File: src/rtl/pwm_arb_pkg.sv
// Shared types and constants for the pwm_arbiter slice: FSM encodings and config clamp limits.
package pwm_arb_pkg;

  typedef enum logic [2:0] {
    StIdle    = 3'd0,
    StArb     = 3'd1,
    StLoad    = 3'd2,
    StRun     = 3'd3,
    StRelease = 3'd4
  } arbState_e;

  localparam logic [7:0]  DUTY_MAX   = 8'd100;
  localparam logic [15:0] PERIOD_MIN = 16'd2;

endpackage

File: src/rtl/pwm_arbiter_if.sv
// Requester-side bundle of pwm_arbiter: requests and per-requester configuration in,
// grant and shared-generator controls out.
interface pwm_arbiter_if #(
  parameter int unsigned NREQ = 4
);
  logic [NREQ-1:0]    req;
  logic [NREQ*16-1:0] cfg_period;
  logic [NREQ*8-1:0]  cfg_duty;
  logic [NREQ-1:0]    cfg_mode;
  logic [NREQ-1:0]    cfg_type;

  logic [NREQ-1:0]    grant;
  logic [15:0]        period;
  logic [7:0]         dutyCycle;
  logic               modeBurst;
  logic               typeBurst;
  logic               pwm_rst;
  logic               busy;
  logic               done;
  logic               abort;

  modport master (
    output req, cfg_period, cfg_duty, cfg_mode, cfg_type,
    input  grant, period, dutyCycle, modeBurst, typeBurst, pwm_rst, busy, done, abort
  );

  modport slave (
    input  req, cfg_period, cfg_duty, cfg_mode, cfg_type,
    output grant, period, dutyCycle, modeBurst, typeBurst, pwm_rst, busy, done, abort
  );
endinterface

File: src/rtl/pwm_rr_pick.sv
// Combinational requester picker: round-robin from ptr, or lowest index when
// PWM_ARB_FIXED_PRIO_EN is defined (ptr then ignored).
module pwm_rr_pick #(
  parameter int unsigned NREQ = 4
) (
  input  logic [NREQ-1:0]         req,
  input  logic [$clog2(NREQ)-1:0] ptr,
  output logic [NREQ-1:0]         winner,
  output logic [$clog2(NREQ)-1:0] idx,
  output logic                    any
);
  localparam int unsigned PW = $clog2(NREQ);

`ifdef PWM_ARB_FIXED_PRIO_EN
  logic unusedPtr;
  assign unusedPtr = ^ptr;

  always_comb begin
    winner = '0;
    idx    = '0;
    any    = |req;
    // Scan downward so the lowest set bit is the last one written.
    for (int i = NREQ - 1; i >= 0; i--) begin
      if (req[i]) begin
        winner    = '0;
        winner[i] = 1'b1;
        idx       = PW'(i);
      end
    end
  end
`else
  always_comb begin : pick
    logic        found;
    int unsigned j;
    winner = '0;
    idx    = '0;
    any    = |req;
    found  = 1'b0;
    j      = 0;
    for (int unsigned off = 0; off < NREQ; off++) begin
      j = (int'(ptr) + off) % NREQ;
      if (!found && req[j]) begin
        found     = 1'b1;
        winner[j] = 1'b1;
        idx       = PW'(j);
      end
    end
  end
`endif

endmodule

File: src/rtl/pwm_arbiter.sv
// Time-shares one pwm generator between NREQ requesters, holding each grant for HOLD_PERIODS
// periods. Define PWM_ARB_FIXED_PRIO_EN for lowest-index-wins instead of round-robin.
module pwm_arbiter
  import pwm_arb_pkg::*;
#(
  parameter int unsigned NREQ         = 4,
  parameter int unsigned HOLD_PERIODS = 4,
  parameter int unsigned LOAD_CYCLES  = 2
) (
  input logic          clk,
  input logic          rst,
  pwm_arbiter_if.slave bus
);
  localparam int unsigned PW = $clog2(NREQ);
  localparam int unsigned LW = (LOAD_CYCLES < 2) ? 1 : $clog2(LOAD_CYCLES);

  arbState_e       stateQ, stateD;
  logic [NREQ-1:0] grantQ, grantD;
  logic [15:0]     periodQ, periodD;
  logic [7:0]      dutyQ, dutyD;
  logic            modeQ, modeD, typeQ, typeD;
  logic [PW-1:0]   idxQ, idxD, rrPtrQ, rrPtrD;
  logic [15:0]     cycCntQ, cycCntD;
  logic [7:0]      perCntQ, perCntD;
  logic [LW-1:0]   loadCntQ, loadCntD;
  logic            abortedQ, abortedD;

  logic [NREQ-1:0] pickOneHot;
  logic [PW-1:0]   pickIdx;
  logic            pickAny;
  logic [15:0]     selPeriod;
  logic [7:0]      selDuty;
  logic            selMode, selType, ownerDrop;

  pwm_rr_pick #(.NREQ(NREQ)) u_pick (
    .req    (bus.req),
    .ptr    (rrPtrQ),
    .winner (pickOneHot),
    .idx    (pickIdx),
    .any    (pickAny)
  );

  always_comb begin
    selPeriod = '0;
    selDuty   = '0;
    selMode   = 1'b0;
    selType   = 1'b0;
    for (int i = 0; i < NREQ; i++) begin
      if (pickOneHot[i]) begin
        selPeriod = bus.cfg_period[i*16 +: 16];
        selDuty   = bus.cfg_duty[i*8 +: 8];
        selMode   = bus.cfg_mode[i];
        selType   = bus.cfg_type[i];
      end
    end
  end

  assign ownerDrop = ~|(bus.req & grantQ);

  always_comb begin
    stateD   = stateQ;
    grantD   = grantQ;
    periodD  = periodQ;
    dutyD    = dutyQ;
    modeD    = modeQ;
    typeD    = typeQ;
    idxD     = idxQ;
    rrPtrD   = rrPtrQ;
    cycCntD  = cycCntQ;
    perCntD  = perCntQ;
    loadCntD = loadCntQ;
    abortedD = abortedQ;
    unique case (stateQ)
      StIdle: if (pickAny) stateD = StArb;
      StArb: begin
        if (pickAny) begin
          grantD   = pickOneHot;
          idxD     = pickIdx;
          periodD  = (selPeriod < PERIOD_MIN) ? PERIOD_MIN : selPeriod;
          dutyD    = (selDuty > DUTY_MAX) ? DUTY_MAX : selDuty;
          modeD    = selMode;
          typeD    = selType;
          loadCntD = '0;
          stateD   = StLoad;
        end else begin
          stateD = StIdle;
        end
      end
      StLoad: begin
        if (ownerDrop) begin
          abortedD = 1'b1;
          grantD   = '0;
          stateD   = StRelease;
        end else if (loadCntQ == LW'(LOAD_CYCLES - 1)) begin
          cycCntD = '0;
          perCntD = '0;
          stateD  = StRun;
        end else begin
          loadCntD = loadCntQ + 1'b1;
        end
      end
      StRun: begin
        if (ownerDrop) begin
          abortedD = 1'b1;
          grantD   = '0;
          stateD   = StRelease;
        end else if (cycCntQ == periodQ - 16'd1) begin
          cycCntD = '0;
          perCntD = perCntQ + 8'd1;
          if (perCntQ + 8'd1 == 8'(HOLD_PERIODS)) begin
            abortedD = 1'b0;
            grantD   = '0;
            stateD   = StRelease;
          end
        end else begin
          cycCntD = cycCntQ + 16'd1;
        end
      end
      StRelease: begin
`ifdef PWM_ARB_FIXED_PRIO_EN
        rrPtrD = '0;
`else
        rrPtrD = (idxQ == PW'(NREQ - 1)) ? '0 : idxQ + 1'b1;
`endif
        stateD = pickAny ? StArb : StIdle;
      end
      default: stateD = StIdle;
    endcase
  end

  always_ff @(posedge clk or negedge rst) begin
    if (!rst) begin
      stateQ   <= StIdle;
      grantQ   <= '0;
      periodQ  <= '0;
      dutyQ    <= '0;
      modeQ    <= 1'b0;
      typeQ    <= 1'b0;
      idxQ     <= '0;
      rrPtrQ   <= '0;
      cycCntQ  <= '0;
      perCntQ  <= '0;
      loadCntQ <= '0;
      abortedQ <= 1'b0;
    end else begin
      stateQ   <= stateD;
      grantQ   <= grantD;
      periodQ  <= periodD;
      dutyQ    <= dutyD;
      modeQ    <= modeD;
      typeQ    <= typeD;
      idxQ     <= idxD;
      rrPtrQ   <= rrPtrD;
      cycCntQ  <= cycCntD;
      perCntQ  <= perCntD;
      loadCntQ <= loadCntD;
      abortedQ <= abortedD;
    end
  end

  assign bus.grant     = grantQ;
  assign bus.period    = periodQ;
  assign bus.dutyCycle = dutyQ;
  assign bus.modeBurst = modeQ;
  assign bus.typeBurst = typeQ;
  assign bus.pwm_rst   = (stateQ != StRun);
  assign bus.busy      = (stateQ == StLoad) || (stateQ == StRun);
  assign bus.done      = (stateQ == StRelease) && !abortedQ;
  assign bus.abort     = (stateQ == StRelease) && abortedQ;

endmodule

File: src/flat_wrapper.sv
// flat-port wrapper written by rule: the top's interface ports become plain ports
module pwm_arbiter_flat import pwm_arb_pkg::*;
#(
  parameter int unsigned NREQ         = 4,
  parameter int unsigned HOLD_PERIODS = 4,
  parameter int unsigned LOAD_CYCLES  = 2
)
  (clk, rst, bus_req, bus_cfg_period, bus_cfg_duty, bus_cfg_mode, bus_cfg_type, bus_grant, bus_period, bus_dutyCycle, bus_modeBurst, bus_typeBurst, bus_pwm_rst, bus_busy, bus_done, bus_abort);
  pwm_arbiter_if #(.NREQ(NREQ)) bus_i ();
  input logic clk;
  input logic rst;
  input wire logic [$bits(bus_i.req)-1:0] bus_req;
  input wire logic [$bits(bus_i.cfg_period)-1:0] bus_cfg_period;
  input wire logic [$bits(bus_i.cfg_duty)-1:0] bus_cfg_duty;
  input wire logic [$bits(bus_i.cfg_mode)-1:0] bus_cfg_mode;
  input wire logic [$bits(bus_i.cfg_type)-1:0] bus_cfg_type;
  output wire logic [$bits(bus_i.grant)-1:0] bus_grant;
  output wire logic [$bits(bus_i.period)-1:0] bus_period;
  output wire logic [$bits(bus_i.dutyCycle)-1:0] bus_dutyCycle;
  output wire logic [$bits(bus_i.modeBurst)-1:0] bus_modeBurst;
  output wire logic [$bits(bus_i.typeBurst)-1:0] bus_typeBurst;
  output wire logic [$bits(bus_i.pwm_rst)-1:0] bus_pwm_rst;
  output wire logic [$bits(bus_i.busy)-1:0] bus_busy;
  output wire logic [$bits(bus_i.done)-1:0] bus_done;
  output wire logic [$bits(bus_i.abort)-1:0] bus_abort;
  assign bus_i.req = bus_req;
  assign bus_i.cfg_period = bus_cfg_period;
  assign bus_i.cfg_duty = bus_cfg_duty;
  assign bus_i.cfg_mode = bus_cfg_mode;
  assign bus_i.cfg_type = bus_cfg_type;
  assign bus_grant = bus_i.grant;
  assign bus_period = bus_i.period;
  assign bus_dutyCycle = bus_i.dutyCycle;
  assign bus_modeBurst = bus_i.modeBurst;
  assign bus_typeBurst = bus_i.typeBurst;
  assign bus_pwm_rst = bus_i.pwm_rst;
  assign bus_busy = bus_i.busy;
  assign bus_done = bus_i.done;
  assign bus_abort = bus_i.abort;
  pwm_arbiter #(.NREQ(NREQ), .HOLD_PERIODS(HOLD_PERIODS), .LOAD_CYCLES(LOAD_CYCLES)) u_core (.clk(clk), .rst(rst), .bus(bus_i));
endmodule
File: config.mk
export PLATFORM = sky130hd
export DESIGN_NAME = pwm_arbiter_flat
export DESIGN_NICKNAME = d
export VERILOG_FILES = /design/src/rtl/pwm_arb_pkg.sv /design/src/rtl/pwm_arbiter_if.sv /design/src/rtl/pwm_rr_pick.sv /design/src/rtl/pwm_arbiter.sv /design/src/flat_wrapper.sv
export SDC_FILE = /design/constraint.sdc
export NUM_CORES = 1
export LEC_CHECK = 0
export BUFFER_PORTS_ARGS = -buffer_cell sky130_fd_sc_hd__buf_2
export CORE_MARGIN = 4
export CORE_UTILIZATION = 45
export DETAILED_ROUTE_END_ITERATION = 8
export PLACE_DENSITY = 0.71
export RECOVER_POWER = 25
export SETUP_SLACK_MARGIN = 0.02
export SLEW_MARGIN = 5
export SYNTH_ARGS = -nofsm -noshare
export SYNTH_HDL_FRONTEND = slang
export SYNTH_SLANG_ARGS = --single-unit
export TNS_END_PERCENT = 10
File: constraint.sdc
create_clock -name clk -period 4.6 [get_ports clk]
set_input_delay 0.23 -clock clk [delete_from_list [all_inputs] [get_ports clk]]
set_output_delay 0.23 -clock clk [all_outputs]
set_load 0.01 [all_outputs]
=== After elaboration in Yosys (flattened, before gate mapping) ===
Index checks and enable logic that the tools add are counted.

* Register bits: 63
* Input port bits: 110
* Logic and storage cells: 159

* $add $sub $neg: 8
* $lt $le $gt $ge: 10
* Equal/unequal tests: 18
* Multiplexer cells: 80
* Bitwise operators: 4
* Reductions and logical operators: 27

{| class="wikitable"
|+ Operators with widths
! operator !! number
|-
| 16-bit 2-to-1 mux || 9
|-
| 8-bit 2-to-1 mux || 9
|-
| 4-bit 2-to-1 mux || 9
|-
| 16-bit one-hot mux with 2 select lines || 1
|-
| 1-bit 2-to-1 mux || 27
|-
| 3-bit 2-to-1 mux || 6
|-
| 16-bit by 1-bit adder with 16-bit output (second input constant) || 1
|-
| 16-bit == test || 1
|-
| 16-bit by 2-bit < comparator with 1-bit output (second input constant) || 1
|-
| 8-bit one-hot mux with 2 select lines || 1
|-
| 16-bit by 1-bit subtractor with 16-bit output (second input constant) || 1
|-
| 3-bit one-hot mux with 5 select lines || 1
|-
| 2-bit by 3-bit < comparator with 1-bit output (second input constant) || 4
|-
| 2-bit 2-to-1 mux || 6
|-
| 2-bit by 1-bit != test with 1-bit output (second input constant) || 6
|-
| 4-bit OR || 3
|-
| 4-bit one-hot mux with 3 select lines || 1
|-
| 4-bit AND reduction || 3
|-
| 5-bit AND reduction || 2
|-
| 1-bit logical AND || 9
|-
| 8-bit by 1-bit adder with 8-bit output (second input constant) || 1
|-
| 1-bit binary-select mux with 2-bit select || 4
|-
| 1-bit demux with 2-bit select || 4
|-
| 8-bit by 3-bit == test with 1-bit output (second input constant) || 1
|-
| 22 further kinds || 36
|}

=== Depth between registers and ports, before layout ===
* Word-level depth: 18
* Depth in mapped cells: 17
* Gate-level depth less buffers: 12

=== Cells and area by module ===
Synthesis repeated with hierarchy kept, for this count alone.

* Cell total of the unflattened synthesis: 587
* Area total of the unflattened synthesis: 4734.5 um^2

{| class="wikitable"
|+ By module, submodules not included
! module !! times used !! cells each !! area each (um^2) !! seq. area each (um^2)
|-
| pwm_arbiter || 1 || 538 || 4322.9 || 1576.5
|-
| pwm_rr_pick || 1 || 49 || 411.6 || 0.0
|}

=== Worst setup path before layout ===
No wires, ideal clock.

* Path kind: register -> register
* Start: register u_core.rrPtrQ[0]
* End: register u_core.periodQ[1], in the netlist u_core.bus.period[1]
* Library setup time: 79 ps
* Arrival time: 3643 ps
* Data required time: 4521 ps
* Path slack: 878 ps
* Stages on the path, launching flop included: 17
* Buffers on the path: 5
* Cells stage by stage: dfrtp_1 buf_6 buf_2 inv_1 ha_1 buf_2 mux2_1 a221oi_2 o211ai_2 a21bo_1 buf_4 buf_2 a221oi_1 o22a_1 nand4_1 nor4_2 a2bb2oi_1

* Cells in the longest elaborated chain, start to end: 18
* Elaborated cells on any way between the ends: 53

{| class="wikitable"
|+ RTL lines
! element !! RTL line !! text
|-
| start: declaration || pwm_arbiter.sv:22 || <nowiki>logic [PW-1:0] idxQ, idxD, rrPtrQ, rrPtrD;</nowiki>
|-
| start signal: assignment || pwm_arbiter.sv:153 || <nowiki>rrPtrQ <= rrPtrD;</nowiki>
|-
| branches (longest 11 deep; another with 2-bit by 3-bit < comparator with 1-bit output) || -- ||
|-
| 4-bit 2-to-1 mux (*) || pwm_rr_pick.sv:42 || <nowiki>if (!found && req[j]) begin</nowiki>
|-
| 16-bit 2-to-1 mux (3 in series) || pwm_arbiter.sv:49 || <nowiki>if (pickOneHot[i]) begin</nowiki>
|-
| 16-bit 2-to-1 mux (*) || pwm_arbiter.sv:49 ||
|-
| 16-bit by 2-bit < comparator with 1-bit output || pwm_arbiter.sv:79 || <nowiki>periodD = (selPeriod < PERIOD_MIN) ? PERIOD_MIN : selPeriod;</nowiki>
|-
| 16-bit 2-to-1 mux (*) || pwm_arbiter.sv:79 ||
|-
| end signal: assignment || pwm_arbiter.sv:148 || <nowiki>periodQ <= periodD;</nowiki>
|-
| end: declaration || pwm_arbiter.sv:19 || <nowiki>logic [15:0] periodQ, periodD;</nowiki>
|}

Mark *: on every way between the ends. The select of a mux whose other input is x is not followed.
A chain may end at the register's enable or synchronous reset.

=== Worst setup path in the final report ===
* Start: register u_core.rrPtrQ[0]
* End: register u_core.dutyQ[3], in the netlist u_core.bus.dutyCycle[3]

* Cells in the longest elaborated chain, start to end: 18
* Elaborated cells on any way between the ends: 53

{| class="wikitable"
|+ RTL lines
! element !! RTL line !! text
|-
| branches (longest 11 deep; another with 2-bit by 3-bit < comparator with 1-bit output) || -- ||
|-
| 4-bit 2-to-1 mux (*) || pwm_rr_pick.sv:42 ||
|-
| 8-bit 2-to-1 mux (3 in series) || pwm_arbiter.sv:49 ||
|-
| 8-bit 2-to-1 mux (*) || pwm_arbiter.sv:49 ||
|-
| 8-bit by 7-bit > comparator with 1-bit output || pwm_arbiter.sv:80 || <nowiki>dutyD = (selDuty > DUTY_MAX) ? DUTY_MAX : selDuty;</nowiki>
|-
| 8-bit 2-to-1 mux (*) || pwm_arbiter.sv:80 ||
|-
| end signal: assignment || pwm_arbiter.sv:149 || <nowiki>dutyQ <= dutyD;</nowiki>
|-
| end: declaration || pwm_arbiter.sv:20 || <nowiki>logic [7:0] dutyQ, dutyD;</nowiki>
|}

Marks and branches as above.

==> impl_results.md <==
- Outcome: complete, but fails checks
- Failing checks: capacitance limit, slew limit
- TNS Setup: 0 ns
- Post-CTS setup buffers: 0
- Clock Tree Root: clkbuf_8
- CP Capture Type: flop
- Commonest non-fill, non-tap cell in the layout: buf_2
- Fill count: 987
- Initial antenna violation count: 0
- Worst hold stages: 3
- Worst path max stage delay: 0.79 ns
- Leak Pwr: 2.611 nW
- Slew margin rel.: -130.0%
- Synthesis-to-finish area growth: 20.78%
- Setup crit start kind: flop
- Remaining antenna violation count after routing: 0
- GRT Total Usage: 24.48%
- FP Rows: 37
- Gpl congestion: 0.9501
- Clk buf depth: 2
- R2r startpoint: u_core.rrPtrQ[0]
- Die H: 111.3 um
- Total power: 4.081 mW
- Via Count: 5,004
- Layout cell share with drive strength beyond 1: 28.97%
- Post-synth top area share: 32.85%
- Hold Violations, Final: 0
- CP cell instances: inv_1 > ha_1 > mux4_2 > nor2b_4 > nand3_2 > a21bo_1 > a211oi_1 > a21oi_1 > nand3_1 > or2_1 > a22o_1
- DP Wirelength: 11,560 um
- Yosys reg bits: 63
- Final period util: 84.69%
- Ant. Diodes: 0
- PortBufs: 143
- Maxcap violations: 1
- R2r setup slk: 0.70 ns
- Nets: 803
- DRT iter0 DRCs: 296
- Syn_nets: 673
- Syn Area/Cell: 8.695 um^2
- Clock Latency Late Sink: 0.35 ns
- Worst Tran Pin Value: 3.450 ns
- Hold Buf Count CTS: 0
- Hold crit path type: input pin to flop
- Async SR Flop Fraction: 100.0%
- Crit Path Class: flop to flop
- Largest area contributor in the netlist: dfrtp_1
- CTS Sinks: 63
- DR WL/cell: 18.44 um
- First-pass GRT wire length: 25,050 um
- Power Dens Cells: 704.0 nW/um^2
- Hold Path End: u_core.bus.modeBurst
- Cell count after synthesis: 552
- Worst EP required: 4.84 ns
- Final setup vio count: 0
- CTS clk-pin slew, worst paths: 0.09 ns
- Post-synthesis sequential area ratio: 32.85%
- Residual DRC: 0
- Peak Freq: 0.2567 GHz
- RSZ-0062 raised after global routing: no
- Initial Utilization: 46.28%
- Reg2reg end: u_core.bus.dutyCycle[3]
- Total grt overflow: 0
- Synth area leaders: dfrtp_1, o21ai_0, nand2_1
- Core box area: 10,370 um^2
- Data arrival, critical path: 4.14 ns
- Cell area after synthesis: 4800 um^2
- Die width: 111.3 um
- H-tree level count: 3
- Routed vias/inst: 6.080
- Most frequent cells in the layout: buf_2, dfrtp_1, nand2_1
- Number of I/O pins: 144
- CP Max Fanout: 28
- # resized after CTS: 0
- Clk_skew: 0.01898 ns
- Number of global-route vias before repair: 4,931
- Final wirelength: 15,180 um
- Final min period: 3.896 ns
- HP Start: bus_cfg_mode[3]
- Fin. max-slew vios: 64
- Slowest CP cell: a21bo_1
- Total iterations of the first detailed-routing run: 4
- Clock buffers created by TritonCTS: 9
- Post-synth EDFFs: 0
- Die area: 12,380 um^2
- R2R cell count: 11
- Most common flop cell mapped by yosys: dfrtp_1
- Maximum VDD drop: 0.5767 mV
- Synth warn: 0
- Largest net degree at the start of global routing: 64
- Netlist cell types: 75
- CTS tree: built
==> area by class of cell <==
type | instances | area, um^2 | share of cell area [%]
clock buffer | 9 | 123.9 | 2.137
clock inverter | 7 | 97.59 | 1.684
inverter | 13 | 48.80 | 0.8418
multi-input combinational | 444 | 3008 | 51.89
sequential | 63 | 1577 | 27.20
timing repair buffer | 151 | 772.0 | 13.32
tap | 136 | 170.2 | 2.935
==> where the power goes <==
| group | total [mW] | internal (mW) | switching, mW |
|---|---|---|---|
| Combinational | 2.62 | 1.04 | 1.58 |
| Sequential | 0.921 | 0.713 | 0.208 |
| Clock | 0.542 | 0.306 | 0.236 |
==> sequential cells by signal (all words and copies together) (netlist names) <==
name,flops
u_core.cycCntQ,16
u_core.loadCntQ,1
u_core.idxQ,2
u_core.bus.modeBurst,1
u_core.perCntQ,8
u_core.bus.grant,4
u_core.bus.typeBurst,1
u_core.abortedQ,1
u_core.bus.dutyCycle,8
u_core.rrPtrQ,2
u_core.stateQ,3
u_core.bus.period,16
==> stage by stage <==
stage	setup slack [ns]	hold slack [ns]	instance area [um^2]	instances	utilization, %
6_report	0.7041	0.1769	5797	823	55.90
2_1_floorplan	0.8779	-0.06559	4800	552	-
3_5_place_dp	0.7377	0.4630	5579	807	53.80
3_3_place_gp	0.8893	0.4591	5579	807	53.80
5_1_grt	0.3956	0.1836	5797	823	55.90
4_1_cts	0.7194	0.08125	5801	823	55.94
==> routing by layer <==
layer | wire, um | track usage (%) | vias to the layer above
li1 | - | - | 2344
met1 | 6431 | 32.41 | 2394
met2 | 7238 | 39.57 | 233
met3 | 1013 | 4.148 | 33
met4 | 495 | 10.30 | 0
met5 | 0 | 0 | -
==> how the worst max path moves through the flow <==
stage	slack, ns	endpoint	startpoint
global route	0.40	u_core.bus.period[0]	u_core.rrPtrQ[0]
finish	0.70	u_core.bus.dutyCycle[3]	u_core.rrPtrQ[0]
detailed placement	0.74	u_core.bus.dutyCycle[3]	u_core.rrPtrQ[0]
floorplan	0.88	u_core.bus.period[1]	u_core.rrPtrQ[0]
CTS	0.72	u_core.bus.dutyCycle[3]	u_core.rrPtrQ[0]
global placement	0.89	u_core.bus.period[0]	u_core.rrPtrQ[1]
==> kinds of logic (layout without fill, tap and decap cells) <==
family | after synthesis | after routing | synth area share (%)
compound gates | 188 | 188 | 28.96
mux | 14 | 14 | 3.858
fa+ha+maj | 11 | 11 | 2.868
xor+xnor | 26 | 26 | 4.745
buf+inv | 45 | 180 | 4.588
flops | 63 | 63 | 32.85
simple gates | 205 | 205 | 22.13
==> worst max-delay path: cells and delay by family, from the launching register on <==
kind                       cells  cell delay, ns
and+or+nand+nor                4            0.71
adders and majority gates      1            0.57
buffers and inverters          1            0.09
DFF                            1            0.36
muxes                          1            0.68
AOI/OAI and AO/OA              4            1.39
==> cells in the mapped netlist, drive strengths merged (11+ instances only) <==
library cell  count
a21oi            22
nor2             51
xnor2            17
o21ai            58
and3             12
o31ai            13
a221oi           17
buf              17
nand3            18
clkbuf           15
nand2            57
inv              13
dfrtp            63
ha               11
Note: power is estimated with default switching activity, not from simulation.
